File: src/rtl/uart_pkg.sv
// Shared constants for the uart buffering stage: register map, status bit
// positions and the TX/RX sequencer state encodings.
package uart_pkg;

    localparam logic [1:0] REG_DATA   = 2'd0;
    localparam logic [1:0] REG_STATUS = 2'd1;
    localparam logic [1:0] REG_RXCNT  = 2'd2;
    localparam logic [1:0] REG_TXCNT  = 2'd3;

    localparam int ST_RX_NONEMPTY = 0;
    localparam int ST_TX_FULL     = 1;
    localparam int ST_TX_EMPTY    = 2;
    localparam int ST_OVERFLOW    = 3;
    localparam int ST_TX_ACTIVE   = 4;

    typedef enum logic [1:0] {
        TX_IDLE   = 2'd0,
        TX_STROBE = 2'd1,
        TX_WAITHI = 2'd2,
        TX_WAITLO = 2'd3
    } tx_state_t;

    typedef enum logic [1:0] {
        RX_IDLE    = 2'd0,
        RX_ACK     = 2'd1,
        RX_WAITCLR = 2'd2
    } rx_state_t;

endpackage

File: src/rtl/sync_fifo.sv
// Single-clock FIFO with wrap-bit pointers; a pop on a full FIFO frees the
// slot for a push in the same cycle, a pop on an empty FIFO is ignored.
module sync_fifo #(
    parameter int WIDTH      = 8,
    parameter int DEPTH_LOG2 = 4
) (
    input  logic                  sclk,
    input  logic                  reset,
    input  logic                  push,
    input  logic [WIDTH-1:0]      din,
    input  logic                  pop,
    output logic [WIDTH-1:0]      dout,
    output logic [DEPTH_LOG2:0]   count,
    output logic                  full,
    output logic                  empty
);
    localparam int DEPTH = 1 << DEPTH_LOG2;
    localparam int PW    = DEPTH_LOG2 + 1;
    localparam logic [DEPTH_LOG2:0] FULL_CNT = {1'b1, {DEPTH_LOG2{1'b0}}};

    logic [WIDTH-1:0]    mem [DEPTH];
    logic [DEPTH_LOG2:0] wr_ptr;
    logic [DEPTH_LOG2:0] rd_ptr;
    logic                do_push;
    logic                do_pop;

    assign count   = wr_ptr - rd_ptr;
    assign full    = (count == FULL_CNT);
    assign empty   = (count == '0);
    assign do_pop  = pop && !empty;
    assign do_push = push && (!full || do_pop);
    assign dout    = mem[rd_ptr[DEPTH_LOG2-1:0]];

    always_ff @(posedge sclk or negedge reset) begin
        if (!reset) begin
            wr_ptr <= '0;
            rd_ptr <= '0;
        end else begin
            if (do_push) wr_ptr <= wr_ptr + PW'(1);
            if (do_pop)  rd_ptr <= rd_ptr + PW'(1);
        end
    end

    // Storage needs no reset: pointers alone define what is valid.
    always_ff @(posedge sclk) begin
        if (do_push) mem[wr_ptr[DEPTH_LOG2-1:0]] <= din;
    end

endmodule

File: src/rtl/uart_buffer.sv
// CPU-facing TX/RX buffering in front of the uart byte handshake.
//   state      | meaning
//   TX_IDLE    | wait for a queued byte and busy_s low, then load u_data
//   TX_STROBE  | u_data settled; u_ss follows in the next cycle
//   TX_WAITHI  | wait for busy_s high, give up after BUSY_TIMEOUT cycles
//   TX_WAITLO  | wait for busy_s low
//   RX_IDLE    | wait for valid_s, capture/queue the byte
//   RX_ACK     | u_rr high for one cycle
//   RX_WAITCLR | wait for valid_s low before re-arming
module uart_buffer
    import uart_pkg::*;
#(
    parameter int DEPTH_LOG2   = 4,
    parameter int BUSY_TIMEOUT = 16
) (
    input  logic       sclk,
    input  logic       reset,
    input  logic [1:0] addr,
    input  logic       wr,
    input  logic       rd,
    input  logic [7:0] wdata,
    output logic [7:0] rdata,
    output logic       irq,
    output logic       u_ss,
    output logic [7:0] u_data,
    input  logic       u_busy,
    input  logic [7:0] u_rec_data,
    input  logic       u_rec_valid,
    output logic       u_rr
);
    localparam int TW = $clog2(BUSY_TIMEOUT + 1);

    logic busy_meta, busy_s, valid_meta, valid_s;

    logic                tx_push, tx_pop, tx_full, tx_empty;
    logic [7:0]          tx_dout;
    logic [DEPTH_LOG2:0] tx_count;
    logic                rx_push, rx_pop, rx_full, rx_empty;
    logic [7:0]          rx_dout;
    logic [DEPTH_LOG2:0] rx_count;

    tx_state_t   tx_state, tx_next;
    rx_state_t   rx_state, rx_next;
    logic [TW-1:0] tx_timer;
    logic        rx_capture, overflow, overflow_set, overflow_clr;
    logic [7:0]  status;

    always_ff @(posedge sclk or negedge reset) begin
        if (!reset) begin
            busy_meta  <= 1'b0;
            busy_s     <= 1'b0;
            valid_meta <= 1'b0;
            valid_s    <= 1'b0;
        end else begin
            busy_meta  <= u_busy;
            busy_s     <= busy_meta;
            valid_meta <= u_rec_valid;
            valid_s    <= valid_meta;
        end
    end

    assign tx_push = wr && (addr == REG_DATA);
    assign rx_pop  = rd && (addr == REG_DATA);
    assign rx_push = rx_capture;

    sync_fifo #(.WIDTH(8), .DEPTH_LOG2(DEPTH_LOG2)) u_tx_fifo (
        .sclk(sclk), .reset(reset), .push(tx_push), .din(wdata), .pop(tx_pop),
        .dout(tx_dout), .count(tx_count), .full(tx_full), .empty(tx_empty)
    );

    sync_fifo #(.WIDTH(8), .DEPTH_LOG2(DEPTH_LOG2)) u_rx_fifo (
        .sclk(sclk), .reset(reset), .push(rx_push), .din(u_rec_data), .pop(rx_pop),
        .dout(rx_dout), .count(rx_count), .full(rx_full), .empty(rx_empty)
    );

    always_comb begin
        tx_next = tx_state;
        tx_pop  = 1'b0;
        case (tx_state)
            TX_IDLE: begin
                if (!tx_empty && !busy_s) begin
                    tx_pop  = 1'b1;
                    tx_next = TX_STROBE;
                end
            end
            TX_STROBE: tx_next = TX_WAITHI;
            TX_WAITHI: begin
                if (busy_s)                tx_next = TX_WAITLO;
                else if (tx_timer == '0)   tx_next = TX_IDLE;
            end
            TX_WAITLO: if (!busy_s) tx_next = TX_IDLE;
            default:   tx_next = TX_IDLE;
        endcase
    end

    // u_ss is registered off STROBE so u_data is settled a full cycle before it.
    always_ff @(posedge sclk or negedge reset) begin
        if (!reset) begin
            tx_state <= TX_IDLE;
            tx_timer <= '0;
            u_data   <= 8'h00;
            u_ss     <= 1'b0;
        end else begin
            tx_state <= tx_next;
            u_ss     <= (tx_state == TX_STROBE);
            if (tx_pop) u_data <= tx_dout;
            if (tx_state == TX_STROBE)
                tx_timer <= TW'(BUSY_TIMEOUT - 1);
            else if (tx_state == TX_WAITHI && tx_timer != '0)
                tx_timer <= tx_timer - TW'(1);
        end
    end

    always_comb begin
        rx_next    = rx_state;
        rx_capture = 1'b0;
        case (rx_state)
            RX_IDLE: begin
                if (valid_s) begin
                    rx_capture = 1'b1;
                    rx_next    = RX_ACK;
                end
            end
            RX_ACK:     rx_next = RX_WAITCLR;
            RX_WAITCLR: if (!valid_s) rx_next = RX_IDLE;
            default:    rx_next = RX_IDLE;
        endcase
    end

    // A full RX FIFO still accepts the byte when the CPU pops in the same cycle.
    assign overflow_set = rx_capture && rx_full && !rx_pop;
    assign overflow_clr = wr && (addr == REG_STATUS) && wdata[ST_OVERFLOW];

    always_ff @(posedge sclk or negedge reset) begin
        if (!reset) begin
            rx_state <= RX_IDLE;
            u_rr     <= 1'b0;
            overflow <= 1'b0;
            irq      <= 1'b0;
        end else begin
            rx_state <= rx_next;
            u_rr     <= rx_capture;
            overflow <= overflow_set || (overflow && !overflow_clr);
            irq      <= !rx_empty || overflow;
        end
    end

    always_comb begin
        status                 = 8'h00;
        status[ST_RX_NONEMPTY] = !rx_empty;
        status[ST_TX_FULL]     = tx_full;
        status[ST_TX_EMPTY]    = tx_empty;
        status[ST_OVERFLOW]    = overflow;
        status[ST_TX_ACTIVE]   = (tx_state != TX_IDLE);
    end

    always_ff @(posedge sclk or negedge reset) begin
        if (!reset) begin
            rdata <= 8'h00;
        end else if (rd) begin
            case (addr)
                REG_DATA:   rdata <= rx_empty ? 8'h00 : rx_dout;
                REG_STATUS: rdata <= status;
                REG_RXCNT:  rdata <= 8'(rx_count);
                default:    rdata <= 8'(tx_count);
            endcase
        end
    end

endmodule
File: config.mk
export PLATFORM = sky130hd
export DESIGN_NAME = uart_buffer
export DESIGN_NICKNAME = d
export VERILOG_FILES = /design/src/rtl/uart_pkg.sv /design/src/rtl/sync_fifo.sv /design/src/rtl/uart_buffer.sv
export SDC_FILE = /design/constraint.sdc
export NUM_CORES = 1
export LEC_CHECK = 0
export CAP_MARGIN = 10
export CORE_AREA = 2 2 172 174
export CTS_CLUSTER_DIAMETER = 150
export DETAILED_ROUTE_END_ITERATION = 10
export DIE_AREA = 0 0 174 176
export GPL_TIMING_DRIVEN = 0
export SETUP_SLACK_MARGIN = 0.1
export SKIP_CTS_REPAIR_TIMING = 1
export SLEW_MARGIN = 15
export SYNTH_ARGS = -nofsm -noshare
export SYNTH_HDL_FRONTEND = slang
export SYNTH_SLANG_ARGS = --single-unit
File: constraint.sdc
create_clock -name sclk -period 8.9 [get_ports sclk]
set_input_delay 0.89 -clock sclk [delete_from_list [all_inputs] [get_ports sclk]]
set_output_delay 0.89 -clock sclk [all_outputs]
set_load 0.01 [all_outputs]
==> flow_summary.yaml, run 1 <==
critical_path:
  required_ns: 9.07
  path_max_fanout: 10
  worstSetupPathType: "flip-flop to flip-flop"
  crit_path_start_kind: "flip-flop"
  cp-end-kind: "flip-flop"
  arrival_ns: 4.31
  r2r-start: "u_rx_fifo.rd_ptr[2]"
  crit_start: "u_rx_fifo.rd_ptr[2]"
synthesis:
  synthSimpleGateAreaFrac: 0.0540
  syn-cell-area_um2: 12800
  ys_top_cells_by_area: "edfxtp_1, mux4_2, dfrtp_1"
  synth_cells: 670
  netlist_top_cells_count: "edfxtp_1, mux4_2, dfrtp_1"
  synth_fp_nets: 716
  syn_avg_cell_area_um2: 19.1
  synth_compound_area_frac: 0.0324
  synth_xor_area_frac: 0.0164
  seq_area_frac_synth: 0.703
  synth_top_area_share: 0.600
  synth_mux_area_frac: 0.151
  ys_ff_latch: 309
  synthAdderAreaFrac: 0.0227
  yosys_warnings: 0
  synth_most_common_cell: "edfxtp_1"
  synth_top_cell_by_area: "edfxtp_1"
  synth-edff-count: 256
  synthFlopType: "edfxtp_1"
  synth_top_family_by_area: "multiplexers"
  synthArstFlopShare: 0.172
  synth_cell_types: 58
final_layout:
  fillerInstances: 2332
  nNetsFinal: 792
  synthToLayoutAreaGrowth_pct: 14.8
  drive_gt1_frac: 0.213
  postLayoutCellArea_um2: 14700
  n_antenna_cell: 0
detailed_routing:
  drtAntennaViolNets: 0
  drc_errors: 0
  detailroute.via_count: 6433
  post_drt_via_cell_ratio: 5.57
  totalWireLength_um: 25800
  wl_per_cell_um: 22.3
  dr.pass1.iters: 5
  drtIter0Drc: 493
job:
  max_cap_violations: 0
pwr:
  irDropWorstVdd_uv: 172
  switchingPower_mw: 1.43
  seqPwrFrac: 0.399
  clkPwrFrac: 0.268
  power.leakage_nw: 5.06
  p_comb_frac: 0.333
  p_sw_frac: 0.311
  power.density_nw_per_um2: 314
  power.internal_mw: 3.18
outcome:
  outcome: "finished, final reports clean"
sta:
  max_freq_mhz: 241
  period_share: 0.465
  finalMaxSlewViolations: 0
  worstMarginPinSlew_ns: 1.04
  finalSetupTns_ns: 0
  hold_viol: 0
  clock-skew-final_ns: 0.00822
  rsz0062_at_grt: "no"
  setup_viol: 0
  finalCriticalPeriod_ns: 4.14
  slew_headroom: 0.300
placed_design:
  numPortBuffers: 41
  place_area_um2: 13700
  place_hpwl_um: 17600
  gp_congestion: 0.830
min_path:
  hold_class: "flip-flop to flip-flop"
  worstHoldStart: "busy_meta"
cts:
  clk_latency_ns: 0.54
  h-tree-depth: 1
  cts_buffer_depth: 3
  cts_num_sinks: 309
  cts_tree: "done"
  root_buffer: "clkbuf_16"
  path_clk_slew_ns: 0.06
  cts_buffers: 31
grt:
  overflow: 0
  grt_max_degree: 54
  antenna_found_initial: 0
  grt_pass1_vias: 6809
  grt_usage: 0.172
  grt_pass1_wl_um: 40000
floorplan:
  die_w_um: 174
  std_cell_rows: 62
  dieArea_um2: 30600
  start_util: 0.449
  core-area_um2: 28500
  die_h_um: 176
  io_pins: 43
-- placed cells by master, fill, tap and decap left out, types with 11 or more instances in the layout --
cell | Yosys | final
xor2_1 | 11 | 11
a21oi_1 | 16 | 15
clkdlybuf4s50_1 | 0 | 40
nand3_1 | 14 | 14
edfxtp_1 | 256 | 256
clkbuf_1 | 14 | 16
inv_1 | 20 | 20
and3_1 | 12 | 12
mux4_2 | 76 | 76
mux2_2 | 11 | 11
xnor2_1 | 13 | 13
dfrtp_1 | 53 | 53
nor2_1 | 15 | 15
ha_1 | 20 | 20
clkbuf_16 | 0 | 31
nand2_1 | 18 | 18
-- power by group through the flow --
stage               clock (mW)  combinational [mW]  sequential [mW]
floorplan                    0                1.09             1.85
global route              1.33                1.67             1.86
CTS                       1.27                1.56             1.84
finish                    1.24                1.54             1.84
global placement             0                1.51             1.86
detailed placement           0                1.55             1.87
-- stage by stage --
stage / setup WS (ns) / hold WS [ns] / cells / power, mW / utilization
2_1_floorplan: 5.33 / 0.331 / 670 / 2.94 / -
3_3_place_gp: 3.70 / 0.336 / 1095 / 3.37 / 0.480
3_5_place_dp: 4.77 / 0.342 / 1097 / 3.42 / 0.481
4_1_cts: 4.74 / 0.356 / 1154 / 4.66 / 0.515
5_1_grt: 4.59 / 0.356 / 1154 / 4.86 / 0.515
6_report: 4.76 / 0.353 / 1154 / 4.62 / 0.515
-- cell families (layout without fill, tap and decap cells) --
group / Yosys count / count (layout)
AOI/OAI and AO/OA: 55 / 55
and+or+nand+nor: 110 / 110
muxes: 96 / 96
adders and majority gates: 22 / 22
buffers and inverters: 54 / 154
DFF: 309 / 309
xor gates and xnor gates: 24 / 24
-- state kept, by name (all words and copies together) (netlist names), 2 cells and up --
name,count
u_data,8
u_tx_fifo.mem,128
tx_state,2
rx_state,2
u_rx_fifo.rd_ptr,5
u_tx_fifo.wr_ptr,5
tx_timer,5
u_rx_fifo.mem,128
u_tx_fifo.rd_ptr,5
rdata,8
u_rx_fifo.wr_ptr,5
-- area by class of cell --
class | count | area, µm² | area share
Sequential cell | 309 | 9010 | 0.613
Multi-Input combinational cell | 307 | 3560 | 0.242
Clock buffer | 33 | 783 | 0.0532
Clock inverter | 24 | 185 | 0.0126
Timing Repair Buffer | 43 | 424 | 0.0288
Tap cell | 384 | 480 | 0.0327
Buffer | 32 | 179 | 0.0122
Inverter | 22 | 82.6 | 0.00561
-- critical path, cell delays in order, from the launching register on --
cell and delay (ns):
dfrtp_1 0.46, buf_1 0.63, inv_1 0.23, ha_1 0.40, and3b_1 0.19, o21ai_0 0.42, a2111oi_4 0.20, a21boi_2 0.38
nor4bb_4 0.84
-- worst paths after layout --
| kind | end | slack [ns] | depth (start not counted) |
|---|---|---|---|
| worst max-delay path | u_rx_fifo.mem[0][6] | 4.76 | 8 |
| worst min-delay path | busy_s | 0.35 | 0 |
| worst max register to register | u_rx_fifo.mem[0][6] | 4.76 | 8 |
| worst min register to register | busy_s | 0.35 | 0 |
| max in group asynchronous | rx_state[1] | 8.01 | 1 |
| min in group asynchronous | u_data[3] | 0.38 | 1 |
-- per-layer routing --
metal | global-route usage | up-vias | share of wire
met5 | 0 | - | 0
met4 | 0.0476 | 0 | 0.026
met3 | 0.0284 | 40 | 0.043
met2 | 0.301 | 146 | 0.50
met1 | 0.224 | 3371 | 0.43
li1 | - | 2876 | -
Power figures use the tool's default switching activity.
==> run 2, diff against run 1 <==
clock period = 4.2 ns   (was 8.9 ns; I/O delays follow)
==> run 2 against run 1 <==
  * Wire length is 0.24% higher
  * Critical path depth is 2 higher
  * Global-route usage stayed put
  * Sequential share of layout area is 0.12 points lower
  * Clock-buffer cell count stayed put
  * Register-to-register slack worse by 4.4 ns
  * Hold slack worse by 0.022 ns
  * Flip-flop and latch count stayed put
  * Combinational power is 110% higher
  * Worst setup slack worse by 4.4 ns
  * Clock power is 110% higher
  * Critical path type unchanged
==> flow_summary.yaml, run 2 (synthesized netlist as in run 1, its figures left out) <==
detailed_routing:
  drc_errors: 0
  dr.pass1.iters: 5
  wl_per_cell_um: 22.3
  drtAntennaViolNets: 0
  totalWireLength_um: 25800
  post_drt_via_cell_ratio: 5.59
  drtIter0Drc: 531
  detailroute.via_count: 6465
final_layout:
  fillerInstances: 2329
  n_antenna_cell: 0
  final_cell_mix: "edfxtp_1, mux4_2, dfrtp_1"
  drive_gt1_frac: 0.217
  fin_util: 0.516
  synthToLayoutAreaGrowth_pct: 15.0
  final_common_cell: "edfxtp_1"
  nNetsFinal: 795
pwr:
  power.density_nw_per_um2: 664
  irDropWorstVdd_uv: 364
  finalPower_mw: 9.79
  power.leakage_nw: 5.08
cts:
  cts_buffer_depth: 3
  cts_tree: "done"
  cts_num_sinks: 309
  clk_latency_ns: 0.54
  h-tree-depth: 1
  path_clk_slew_ns: 0.06
  cts_buffers: 31
  root_buffer: "clkbuf_16"
grt:
  grt_pass1_wl_um: 40000
  met2_usage: 0.301
  antenna_found_initial: 0
  use_met3: 0.0284
  grt_max_degree: 54
  grt_use_met1: 0.224
  busiest_layer: "met2"
  grt_usage: 0.172
  grt_pass1_vias: 6809
  overflow: 0
floorplan:
  dieArea_um2: 30600
  die_h_um: 176
  io_pins: 43
  core-area_um2: 28500
  start_util: 0.449
  std_cell_rows: 62
  die_w_um: 174
critical_path:
  required_ns: 4.37
  crit_path_start_kind: "flip-flop"
  path_cells: "clkbuf_1 > clkbuf_4 > inv_1 > ha_1 > and3b_1 > o21ai_0 > a2111oi_4 > a21boi_2 > buf_6 > and4b_1"
  cp-end-kind: "flip-flop"
  path_max_fanout: 10
  cpMaxStageDelayCell: "and4b_1"
  worstSetupPathType: "flip-flop to flip-flop"
  worst-path-buf-inv: 4
  arrival_ns: 4.04
  max_stage_delay_ns: 0.61
  critPathTopFamily: "buffers and inverters"
min_path:
  hold_class: "primary input to flip-flop"
sta:
  finalMaxSlewViolations: 0
  rsz0062_at_grt: "no"
  hold_viol: 0
  finalSetupTns_ns: 0
  clock-skew-final_ns: 0.00819
  period_share: 0.920
  final.setup.worst_slack_ns: 0.335
  worstMarginPinSlew_ns: 1.04
  finalCriticalPeriod_ns: 3.87
  setup_viol: 0
  slew_headroom: 0.300
  max_freq_mhz: 259
placed_design:
  numPortBuffers: 41
  place_ws_ns: 0.0736
  place_hpwl_um: 17600
  gp_congestion: 0.830
outcome:
  outcome: "finished, final reports clean"
job:
  max_cap_violations: 0
-- run 2: cell count changes in the layout (fill, tap and decap cells not counted), sizes merged --
cell	previous run	this run
dlygate4sd3	0	1
clkbuf	47	49
-- run 2: worst register-to-register path: stages (launching register included) --
cell and delay [ns]:
dfrtp_1 0.37, clkbuf_1 0.32, clkbuf_4 0.35, inv_1 0.16, ha_1 0.31, and3b_1 0.19
o21ai_0 0.42, a2111oi_4 0.20, a21boi_2 0.38, buf_6 0.19, and4b_1 0.61
-- run 2: routing by layer --
metal  wire length [µm]  vias up
li1                   -     2878
met1              11000     3392
met2              13000      154
met3               1140       41
met4                650        0
met5                  0        -
-- run 2: final cells by class --
class | count | area, µm² | area share
Inverter | 22 | 82.6 | 0.00560
Timing Repair Buffer | 46 | 449 | 0.0305
Clock buffer | 33 | 783 | 0.0531
Tap cell | 384 | 480 | 0.0326
Sequential cell | 309 | 9010 | 0.611
Multi-Input combinational cell | 307 | 3560 | 0.242
Buffer | 32 | 184 | 0.0125
Clock inverter | 24 | 185 | 0.0126
-- run 2: power by group --
group	internal (mW)	switching, mW
combinational	1.57	1.69
clock	1.52	1.10
sequential	3.66	0.245
total	6.75	3.04
-- run 2: path summary, 6_finish.rpt --
path / from / end / slack, ns / cells after the start
min: u_rec_valid / valid_meta / 0.33 / 1
min in group asynchronous: reset / u_data[3] / 0.46 / 2
max reg2reg: u_rx_fifo.rd_ptr[1] / u_rx_fifo.mem[6][5] / 0.33 / 10
min reg2reg: busy_meta / busy_s / 0.35 / 0
max in group asynchronous: reset / rx_state[1] / 3.23 / 2
max: u_rx_fifo.rd_ptr[1] / u_rx_fifo.mem[6][5] / 0.33 / 10
-- run 2: per-stage QoR --
| stage | hold slack [ns] | instance area [µm²] | cells |
|---|---|---|---|
| after global placement | 0.336 | 13700 | 1095 |
| after detailed placement | 0.342 | 13700 | 1097 |
| after floorplan | 0.124 | 12800 | 670 |
| after global routing | 0.317 | 14700 | 1157 |
| after CTS | -0.0675 | 14700 | 1154 |
| final | 0.331 | 14700 | 1157 |
==> run 3, diff against run 2 <==
CTS_CLUSTER_DIAMETER = default   (was 150)
SYNTH_HIERARCHICAL = 1   (was default)
==> run 3 against run 2 <==
  * First-iteration DRC count decreased by 8.1%
  * Hold slack got worse by 0.39 ns
  * Final cell count grew 3.9%
  * Wire length rose by 3.8%
  * The run now ends with hold timing left
  * Clock power increased by 9.9%
  * Largest power group unchanged
  * Clock skew increased by 0.025 ns
  * Synthesized cell count rose by 6.0%
  * Die area unchanged
==> flow_summary.yaml, run 3 <==
outcome:
  outcome: "finished with violations"
  failed_checks: "hold timing"
cts:
  cts_buffers: 34
  path_clk_slew_ns: 0.06
  clk_latency_ns: 0.52
  cts_tree: "done"
  cts_buffer_depth: 3
  root_buffer: "clkbuf_16"
  cts_num_sinks: 309
  h-tree-depth: 2
sta:
  setup_viol: 0
  period_share: 0.923
  hold_viol: 39
  finalMaxSlewViolations: 0
  slew_headroom: 0.423
  hold-worst-slack_ns: -0.0596
  max_freq_mhz: 258
  clock-skew-final_ns: 0.0329
  finalSetupTns_ns: 0
  finalCriticalPeriod_ns: 3.88
  worstMarginPinSlew_ns: 0.861
  rsz0062_at_grt: "no"
min_path:
  hold_class: "primary input to asynchronous set/reset pin"
final_layout:
  final_cell_mix: "edfxtp_1, mux4_2, dfrtp_1"
  final_common_cell: "edfxtp_1"
  nNetsFinal: 841
  drive_gt1_frac: 0.253
  synthToLayoutAreaGrowth_pct: 18.2
  postLayoutCellArea_um2: 15200
  n_antenna_cell: 0
  fillerInstances: 2307
  final_cells: 1202
synthesis:
  syn-cell-area_um2: 12800
  synth_cells: 710
  netlist_top_cells_count: "edfxtp_1, mux4_2, dfrtp_1"
  seq_area_frac_synth: 0.702
  synth_top_cell_by_area: "edfxtp_1"
  synth_top_area_share: 0.598
  synth_cell_types: 63
  synthFlopType: "edfxtp_1"
  synth_fp_nets: 755
  yosys_warnings: 6
  ys_top_cells_by_area: "edfxtp_1, mux4_2, dfrtp_1"
  synth-edff-count: 256
  syn_avg_cell_area_um2: 18.1
  synthArstFlopShare: 0.172
  synth_most_common_cell: "edfxtp_1"
  ys_ff_latch: 309
critical_path:
  required_ns: 4.33
  rr_worst_depth: 9
  cp-end-kind: "flip-flop"
  path_max_fanout: 10
  r2r-end: "u_rx_fifo/mem[13][0]"
  arrival_ns: 4.01
  path_cells: "clkbuf_1 > clkbuf_2 > inv_1 > fa_1 > xor2_2 > and4b_4 > o2111ai_4 > nand3_1 > nor2_2"
  worst-path-buf-inv: 3
  critPathTopFamily: "simple AND/OR/NAND/NOR gates"
  reg2reg_setup_slack_ns: 0.32
  worstSetupPathType: "flip-flop to flip-flop"
  cpMaxStageDelayCell: "nor2_2"
  max_stage_delay_ns: 0.57
  r2r-start: "u_rx_fifo/rd_ptr[1]"
  crit_path_start_kind: "flip-flop"
floorplan:
  dieArea_um2: 30600
  start_util: 0.450
  core-area_um2: 28500
  die_h_um: 176
  die_w_um: 174
  std_cell_rows: 62
  io_pins: 43
placed_design:
  numPortBuffers: 41
  dp_cells: 1135
  place_hpwl_um: 17900
  place_area_um2: 13800
  gp_congestion: 0.773
grt:
  grt_usage: 0.178
  antenna_found_initial: 0
  grt_max_degree: 54
  grt_pass1_wl_um: 41300
  grt_pass1_vias: 7140
  overflow: 0
pwr:
  power.density_nw_per_um2: 684
  irDropWorstVdd_uv: 325
  power.leakage_nw: 5.15
  finalPower_mw: 10.4
detailed_routing:
  drtAntennaViolNets: 0
  post_drt_via_cell_ratio: 5.59
  drc_errors: 0
  wl_per_cell_um: 22.3
  drtIter0Drc: 488
  totalWireLength_um: 26800
  dr.pass1.iters: 4
  detailroute.via_count: 6719
job:
  max_cap_violations: 0
run 3: changes by cell type after synthesis, moves of 7 or more:
cell / delta
nand2_1: +33
and4_1: -9
xor2_1: -7
nor2_1: +15
nand3_1: +7
a21oi_1: -11
and4b_1: -10
a31oi_1: +7
run 3: area by class of cell:
type / instances / area [µm²] / area share
Sequential cell: 309 / 9010 / 0.594
Multi-Input combinational cell: 343 / 3770 / 0.249
Clock buffer: 42 / 912 / 0.0601
Timing Repair Buffer: 50 / 538 / 0.0354
Tap cell: 384 / 480 / 0.0317
Clock inverter: 16 / 173 / 0.0114
Buffer: 29 / 173 / 0.0114
Inverter: 29 / 116 / 0.00767
run 3: stage by stage:
stage / utilization / setup slack, ns
6_report: 0.532 / 0.323
5_1_grt: 0.532 / 0.104
4_1_cts: 0.520 / -1.33
3_5_place_dp: 0.482 / -1.29
3_3_place_gp: 0.481 / -1.12
2_1_floorplan: - / 0.195
run 3: worst max-delay path by stage:
stage | end | slack, ns | start | cells after the start
floorplan | u_tx_fifo/mem[2][0] | 0.20 | u_tx_fifo/rd_ptr[2] | 15
global placement | u_tx_fifo/mem[5][1] | -1.12 | u_tx_fifo/rd_ptr[2] | 15
detailed placement | u_tx_fifo/mem[6][7] | -1.29 | u_tx_fifo/rd_ptr[2] | 15
CTS | u_tx_fifo/mem[4][7] | -1.33 | u_tx_fifo/rd_ptr[2] | 15
global route | u_rx_fifo/mem[9][5] | 0.10 | u_rx_fifo/rd_ptr[1] | 9
finish | u_rx_fifo/mem[13][0] | 0.32 | u_rx_fifo/rd_ptr[1] | 9
run 3: per-layer routing:
layer / GRT usage / part of all wire
met1: 0.244 / 0.42
met2: 0.296 / 0.49
met3: 0.0325 / 0.062
met4: 0.0508 / 0.023
met5: 0 / 0
run 3: cells by family after synthesis:
group                      share of synthesized area
AOI/OAI and AO/OA                             0.0323
xor gates and xnor gates                      0.0162
adders and majority gates                     0.0216
buffers and inverters                         0.0207
DFF                                            0.702
muxes                                          0.140
and+or+nand+nor                               0.0673
run 3: where the power goes:
part	internal [mW]	switching, mW	total [mW]
clock	1.73	1.15	2.88
combinational	1.65	2.01	3.66
sequential	3.65	0.202	3.85
run 3: worst register-to-register path: stages, from the launching register on:
cell and delay [ns]:
dfrtp_1 0.35, clkbuf_1 0.39, clkbuf_2 0.39, inv_1 0.14, fa_1 0.47, xor2_2 0.23
and4b_4 0.25, o2111ai_4 0.34, nand3_1 0.38, nor2_2 0.58
